### config.mk
export PLATFORM = sky130hd
export DESIGN_NAME = game_fsm
export DESIGN_NICKNAME = d
export VERILOG_FILES = /design/src/rtl/game_fsm.sv
export SDC_FILE = /design/constraint.sdc
export NUM_CORES = 1
export LEC_CHECK = 0
export CAP_MARGIN = 30
export CELL_PAD_IN_SITES_DETAIL_PLACEMENT = 0
export CELL_PAD_IN_SITES_GLOBAL_PLACEMENT = 1
export CORE_MARGIN = 4
export CORE_UTILIZATION = 39
export CTS_CLUSTER_DIAMETER = 30
export CTS_CLUSTER_SIZE = 30
export DETAILED_ROUTE_END_ITERATION = 12
export PLACE_DENSITY_LB_ADDON = 0.1
export SYNTH_ARGS = -nofsm -noshare
export SYNTH_HDL_FRONTEND = slang
export SYNTH_SLANG_ARGS = --single-unit
export TNS_END_PERCENT = 100
### constraint.sdc
create_clock -name clk -period 2.4 [get_ports clk]
set_input_delay 0.48 -clock clk [delete_from_list [all_inputs] [get_ports clk]]
set_output_delay 0.48 -clock clk [all_outputs]
set_load 0.03 [all_outputs]
### src/rtl/game_fsm.sv
`default_nettype none
// +--------------------------------------------------------------------------+
// | game_fsm: button debounce, NEWGAME/PLAY/PAUSE/OVER sequencing with a     |
// | tick-based play timer, and a registered pixel colour multiplexer.        |
// | Revision 1.0                                                             |
// +--------------------------------------------------------------------------+
module game_fsm #(
  parameter int TICK_DIV   = 100000000,
  parameter int GAME_TICKS = 60,
  parameter int OVER_TICKS = 5,
  parameter int TW         = 13,
  parameter int NBTN       = 3,
  parameter int DB_CYCLES  = 1000000,
  parameter int PAUSE_EN   = 1
) (
  input  logic            clk,
  input  logic            reset,
  input  logic            p_tick,
  input  logic            video_on,
  input  logic [NBTN-1:0] btn,
  input  logic            btn_pause,
  input  logic [3:0]      text_on,
  input  logic [11:0]     text_rgb,
  input  logic            graph_on,
  input  logic [11:0]     graph_rgb,
  output logic [1:0]      state,
  output logic            game_run,
  output logic [NBTN-1:0] btn_level,
  output logic [NBTN-1:0] btn_pulse,
  output logic [TW-1:0]   timer_val,
  output logic [3:0]      red,
  output logic [3:0]      green,
  output logic [3:0]      blue
);

  localparam int NB  = NBTN + 1;
  localparam int DCW = $clog2(DB_CYCLES + 1);
  localparam int DW  = (TICK_DIV > 1) ? $clog2(TICK_DIV) : 1;
  localparam int OW  = (OVER_TICKS > 1) ? $clog2(OVER_TICKS + 1) : 1;

  typedef enum logic [1:0] {
    NEWGAME = 2'b00,
    PLAY    = 2'b01,
    PAUSE   = 2'b10,
    OVER    = 2'b11
  } state_t;

  logic [NB-1:0] raw;
  logic [NB-1:0] pulse;
  logic          pause_pulse;

  assign raw = {btn_pause, btn};

  // Channel NBTN is the pause button; only its pulse leaves the generate.
  for (genvar i = 0; i < NB; i++) begin : g_db
    logic           sync1;
    logic           sync2;
    logic           lvl;
    logic           pls;
    logic [DCW-1:0] cnt;

    always_ff @(posedge clk) begin
      if (reset) begin
        sync1 <= 1'b0;
        sync2 <= 1'b0;
        lvl   <= 1'b0;
        pls   <= 1'b0;
        cnt   <= '0;
      end else begin
        sync1 <= raw[i];
        sync2 <= sync1;
        pls   <= 1'b0;
        if (sync2 == lvl) begin
          cnt <= '0;
        end else if (cnt == DCW'(DB_CYCLES - 1)) begin
          cnt <= '0;
          lvl <= sync2;
          pls <= sync2;
        end else begin
          cnt <= cnt + DCW'(1);
        end
      end
    end

    assign pulse[i] = pls;

    if (i < NBTN) begin : g_lvl
      assign btn_level[i] = lvl;
    end
  end

  assign btn_pulse   = pulse[NBTN-1:0];
  assign pause_pulse = pulse[NBTN] && (PAUSE_EN != 0);

  state_t        cur, nxt;
  logic [DW-1:0] div, div_nxt;
  logic [TW-1:0] tmr, tmr_nxt;
  logic [OW-1:0] ocnt, ocnt_nxt;
  logic          tick;

  assign tick = (div == DW'(TICK_DIV - 1));

  always_ff @(posedge clk) begin
    if (reset) begin
      cur  <= NEWGAME;
      div  <= '0;
      tmr  <= '0;
      ocnt <= '0;
    end else begin
      cur  <= nxt;
      div  <= div_nxt;
      tmr  <= tmr_nxt;
      ocnt <= ocnt_nxt;
    end
  end

  always_comb begin
    nxt      = cur;
    div_nxt  = div;
    tmr_nxt  = tmr;
    ocnt_nxt = ocnt;
    case (cur)
      NEWGAME: begin
        if (|btn_pulse) begin
          nxt     = PLAY;
          tmr_nxt = TW'(GAME_TICKS);
          div_nxt = '0;
        end
      end
      PLAY: begin
        div_nxt = tick ? '0 : div + DW'(1);
        if (tick) begin
          if (tmr <= TW'(1)) begin
            // Expiry takes precedence over a simultaneous pause request.
            nxt      = OVER;
            tmr_nxt  = '0;
            div_nxt  = '0;
            ocnt_nxt = '0;
          end else begin
            tmr_nxt = tmr - TW'(1);
          end
        end
        if (nxt == PLAY && pause_pulse) begin
          nxt = PAUSE;
        end
      end
      PAUSE: begin
        if (pause_pulse) begin
          nxt = PLAY;
        end
      end
      OVER: begin
        tmr_nxt = '0;
        div_nxt = tick ? '0 : div + DW'(1);
        if (tick) begin
          if (ocnt == OW'(OVER_TICKS - 1)) begin
            nxt      = NEWGAME;
            ocnt_nxt = '0;
          end else begin
            ocnt_nxt = ocnt + OW'(1);
          end
        end
      end
    endcase
  end

  assign state     = cur;
  assign game_run  = (cur == PLAY);
  assign timer_val = tmr;

  logic        txt_hit;
  logic [11:0] pix;
  logic [11:0] rgb;

  always_comb begin
    txt_hit = 1'b0;
    case (cur)
      NEWGAME:     txt_hit = text_on[1] | text_on[2];
      PLAY, PAUSE: txt_hit = text_on[0];
      OVER:        txt_hit = text_on[3];
    endcase
  end

  always_comb begin
    pix = '0;
    if (video_on) begin
      if (txt_hit) begin
        pix = text_rgb;
      end else if (graph_on && cur == PLAY) begin
        pix = graph_rgb;
      end else if (graph_on && cur == PAUSE) begin
        pix = {1'b0, graph_rgb[11:9], 1'b0, graph_rgb[7:5], 1'b0, graph_rgb[3:1]};
      end
    end
  end

  always_ff @(posedge clk) begin
    if (reset) begin
      rgb <= '0;
    end else if (p_tick) begin
      rgb <= pix;
    end
  end

  assign red   = rgb[11:8];
  assign green = rgb[7:4];
  assign blue  = rgb[3:0];

endmodule
`default_nettype wire

==> reports/qor.txt <==
Ant. Diodes: 0
Initial Util: 39.68%
Ys async rst share: 0%
Final layout net count: 1002
Syn Area/Cell: 8.640 um2
Drt via density: 5.261
Slew Limit Fails: 0
Clock Power Share: 50.4%
CTS max path bufs: 2
Htree depth: 4
Die area: 21300 um2
Slowest-stage cell, CP: or4_4
Primary FF master, synth: dfxtp_1
Clk slew on worst S/H paths: 0.06 ns
Dpl cell area: 8561 um2
WL per Instance: 15.22 um
DRT antenna net count: 0
Switching share of total power: 20.79%
Hold Path Class: in2reg
Initial antenna violation count: 0
Core area: 18710 um2
Synth unique cells: 62
Max Cap Viol: 0
First-pass GRT wire length: 30590 um
Final wirelength: 18200 um
Count leader, synth: dfxtp_1
Arr. time, crit path: 2.56 ns
Maximum operating frequency: 443.0 MHz
Syn. warnings: 0
RSZ-0062 raised after global routing: no
Buf/Inv on CP: 0
CTS tree: built
CP max FO: 7
# DRC: 0
Total track usage: 17.35%
Yosys top cell area share: 41.27%
Flop pwr share: 45.8%
Ratio of cells with drive above 1 in the final layout: 9.979%
Total grt overflow: 0
Top cells by area, synth: dfxtp_1 (41%), nor2_1 (7.4%), xor2_1 (6.8%)
Clock Sinks: 153
Inserted Clock Buffers: 17
Top Ports: 71
Switching Power: 1.164 mW
Crit path max-delay family: simple AND/OR/NAND/NOR gates
Run status: completed
Post-synthesis sequential area ratio: 41.27%
CP Launch Type: flop
Synthesized cell area: 7422 um2
Clk root buf: clkbuf_16
HPWL Detailed: 13410 um
Most frequent cells after synthesis: dfxtp_1 (153), nor2_1 (147), xor2_1 (58)
Critical path data required time: 2.71 ns
Crit. End Element: flop
Vias: 6292
Max-Slew Margin vs Limit: 45.14%
Setup TNS: 0 ns
Pwr dens: 609.4 nW/um2
Number of global-route vias before repair: 6182
Die height: 146.0 um
Port bufs: 70
GP Congestion: 0.8424
Peak supply drop: 0.0004884 V
Skew-Pair Late Insertion Delay: 0.42 ns
Int Pwr: 4.435 mW
DR pass1 iterations: 4
DRC marker count from the first detailed-route iteration: 330
Die Width: 146.0 um
Post-layout min period: 2.257 ns
Largest net degree at the start of global routing: 25
Flops & latches, synth: 153
Post-Syn Instances: 859
Number of synthesized flops with an enable pin: 0
Final Setup Violations: 0
Syn_nets: 911
Area Overhead vs Synth: 23.79%
Leading area contributor after synthesis: dfxtp_1
Largest stage delay, worst path: 0.64 ns
Std cell rows: 50
Critical path class: reg2reg
Hold Violations, Final: 0
Combinational power share: 3.7%
Final period util: 94.06%
Worst Max-Slew Pin Slew: 0.8207 ns
Clk_skew: 0.008521 ns
Leak: 3.195 nW
Crit path cell chain: ha_1, nand4_2, or4_4, o21ai_4, a21oi_2, a221o_1
Final non-filler cell area: 9188 um2
==> cells in the final DEF (no fill, tap or decap), types with 9 or more instances in the layout <==
cell type        Yosys  routed
dfxtp_1            153     151
xnor2_1             39      39
o21ai_0             14      14
nor4b_1              9       9
clkbuf_16            0      17
nor4_1               9       9
buf_4                9      38
a221oi_1            11      11
o32a_1               9       9
nand4_1             38      38
inv_1               28      28
clkdlybuf4s50_1      0      68
nand3_1             41      41
a21oi_1             22      21
nand2_1             54      54
xor2_1              58      58
nor3_1              23      23
and3_1              26      26
nor2_1             147     147
and4_1              11      11
nor2b_1             18      18
ha_1                15      13
==> worst register-to-register path, stage by stage, from the launching register on <==
cell and delay (ns):
dfxtp_1 0.37, ha_1 0.25, nand4_2 0.20, or4_4 0.64
o21ai_4 0.20, a21oi_2 0.13, a221o_1 0.36
==> metrics by stage <==
stage          utilization [%]  setup slack [ns]  std cells  hold slack, ns  power, mW
6_report                 49.12            0.1427       1196          0.4110      5.599
3_3_place_gp             45.77           0.07457       1165          0.4161      2.831
2_1_floorplan                -           0.01595        859          0.4138      2.715
3_5_place_dp             45.77           0.01216       1165          0.4272      2.833
4_1_cts                  49.08            0.1332       1196          0.3834      5.681
5_1_grt                  49.12           0.02277       1196          0.3977      5.809
==> timing repair <==
item,in CTS,in global routing
setup buffers,0,0
hold buffers,0,0
hold endpoints to repair,0,0
setup endpoints to repair,11,8
resized for setup,2,2
pin swaps,0,0
==> registers in the layout, summed over array words and instances, names as in the netlist <==
signal / count
g_db.cnt: 80
div: 27
timer_val: 13
rgb: 12
g_db.lvl: 4
g_db.pls: 4
g_db.sync1: 4
g_db.sync2: 4
ocnt: 3
state: 2
==> kinds of logic (layout without fill, tap and decap cells) <==
logic type / after synthesis / after routing / synth area share (%)
adder cells (fa/ha/maj): 15 / 15 / 2.529
AND/OR/NAND/NOR: 431 / 431 / 31.12
AO/OA/AOI/OAI: 92 / 92 / 8.918
buffers and inverters: 66 / 169 / 4.029
multiplexers: 5 / 5 / 0.6912
flip-flops: 153 / 153 / 41.27
XOR/XNOR: 97 / 97 / 11.45
==> power by group through the flow <==
stage               combinational, mW  clock (mW)  sequential [mW]
floorplan                      0.0797           0             2.64
global placement                0.209           0             2.62
detailed placement              0.211           0             2.62
CTS                             0.213        2.90             2.57
global route                    0.229        3.01             2.57
finish                          0.209        2.82             2.57
==> cell type report <==
class | instances | area, um2
well taps | 234 | 292.8
clock inverters | 10 | 167.7
inverters | 28 | 105.1
clock buffers | 21 | 450.4
flip-flops and latches | 153 | 3065
repair buffers | 110 | 1020
fillers | 1768 | 9518
multi-input cells | 640 | 4086
==> final timing paths <==
kind	startpoint	end	slack, ns	depth (start not counted)
worst max-delay path	div[0]$_SDFFE_PP0P_	timer_val[9]$_SDFFE_PP0P_	0.14	6
worst min-delay path	reset	g_db[3].lvl$_SDFFE_PP0P_	0.41	2
worst max register to register	div[0]$_SDFFE_PP0P_	timer_val[9]$_SDFFE_PP0P_	0.14	6
worst min register to register	g_db[1].sync1$_SDFF_PP0_	g_db[1].sync2$_SDFF_PP0_	0.44	1
==> layer usage <==
metal	part of all wire (%)	up-vias	routed length (um)	GRT usage [%]
met5	0	-	0	0
met4	1.5	0	277	5.128
met3	4.7	20	854	4.453
met2	47	102	8602	28.96
met1	47	2978	8464	22.16
li1	-	3192	-	-
Power figures use the tool's default switching activity.
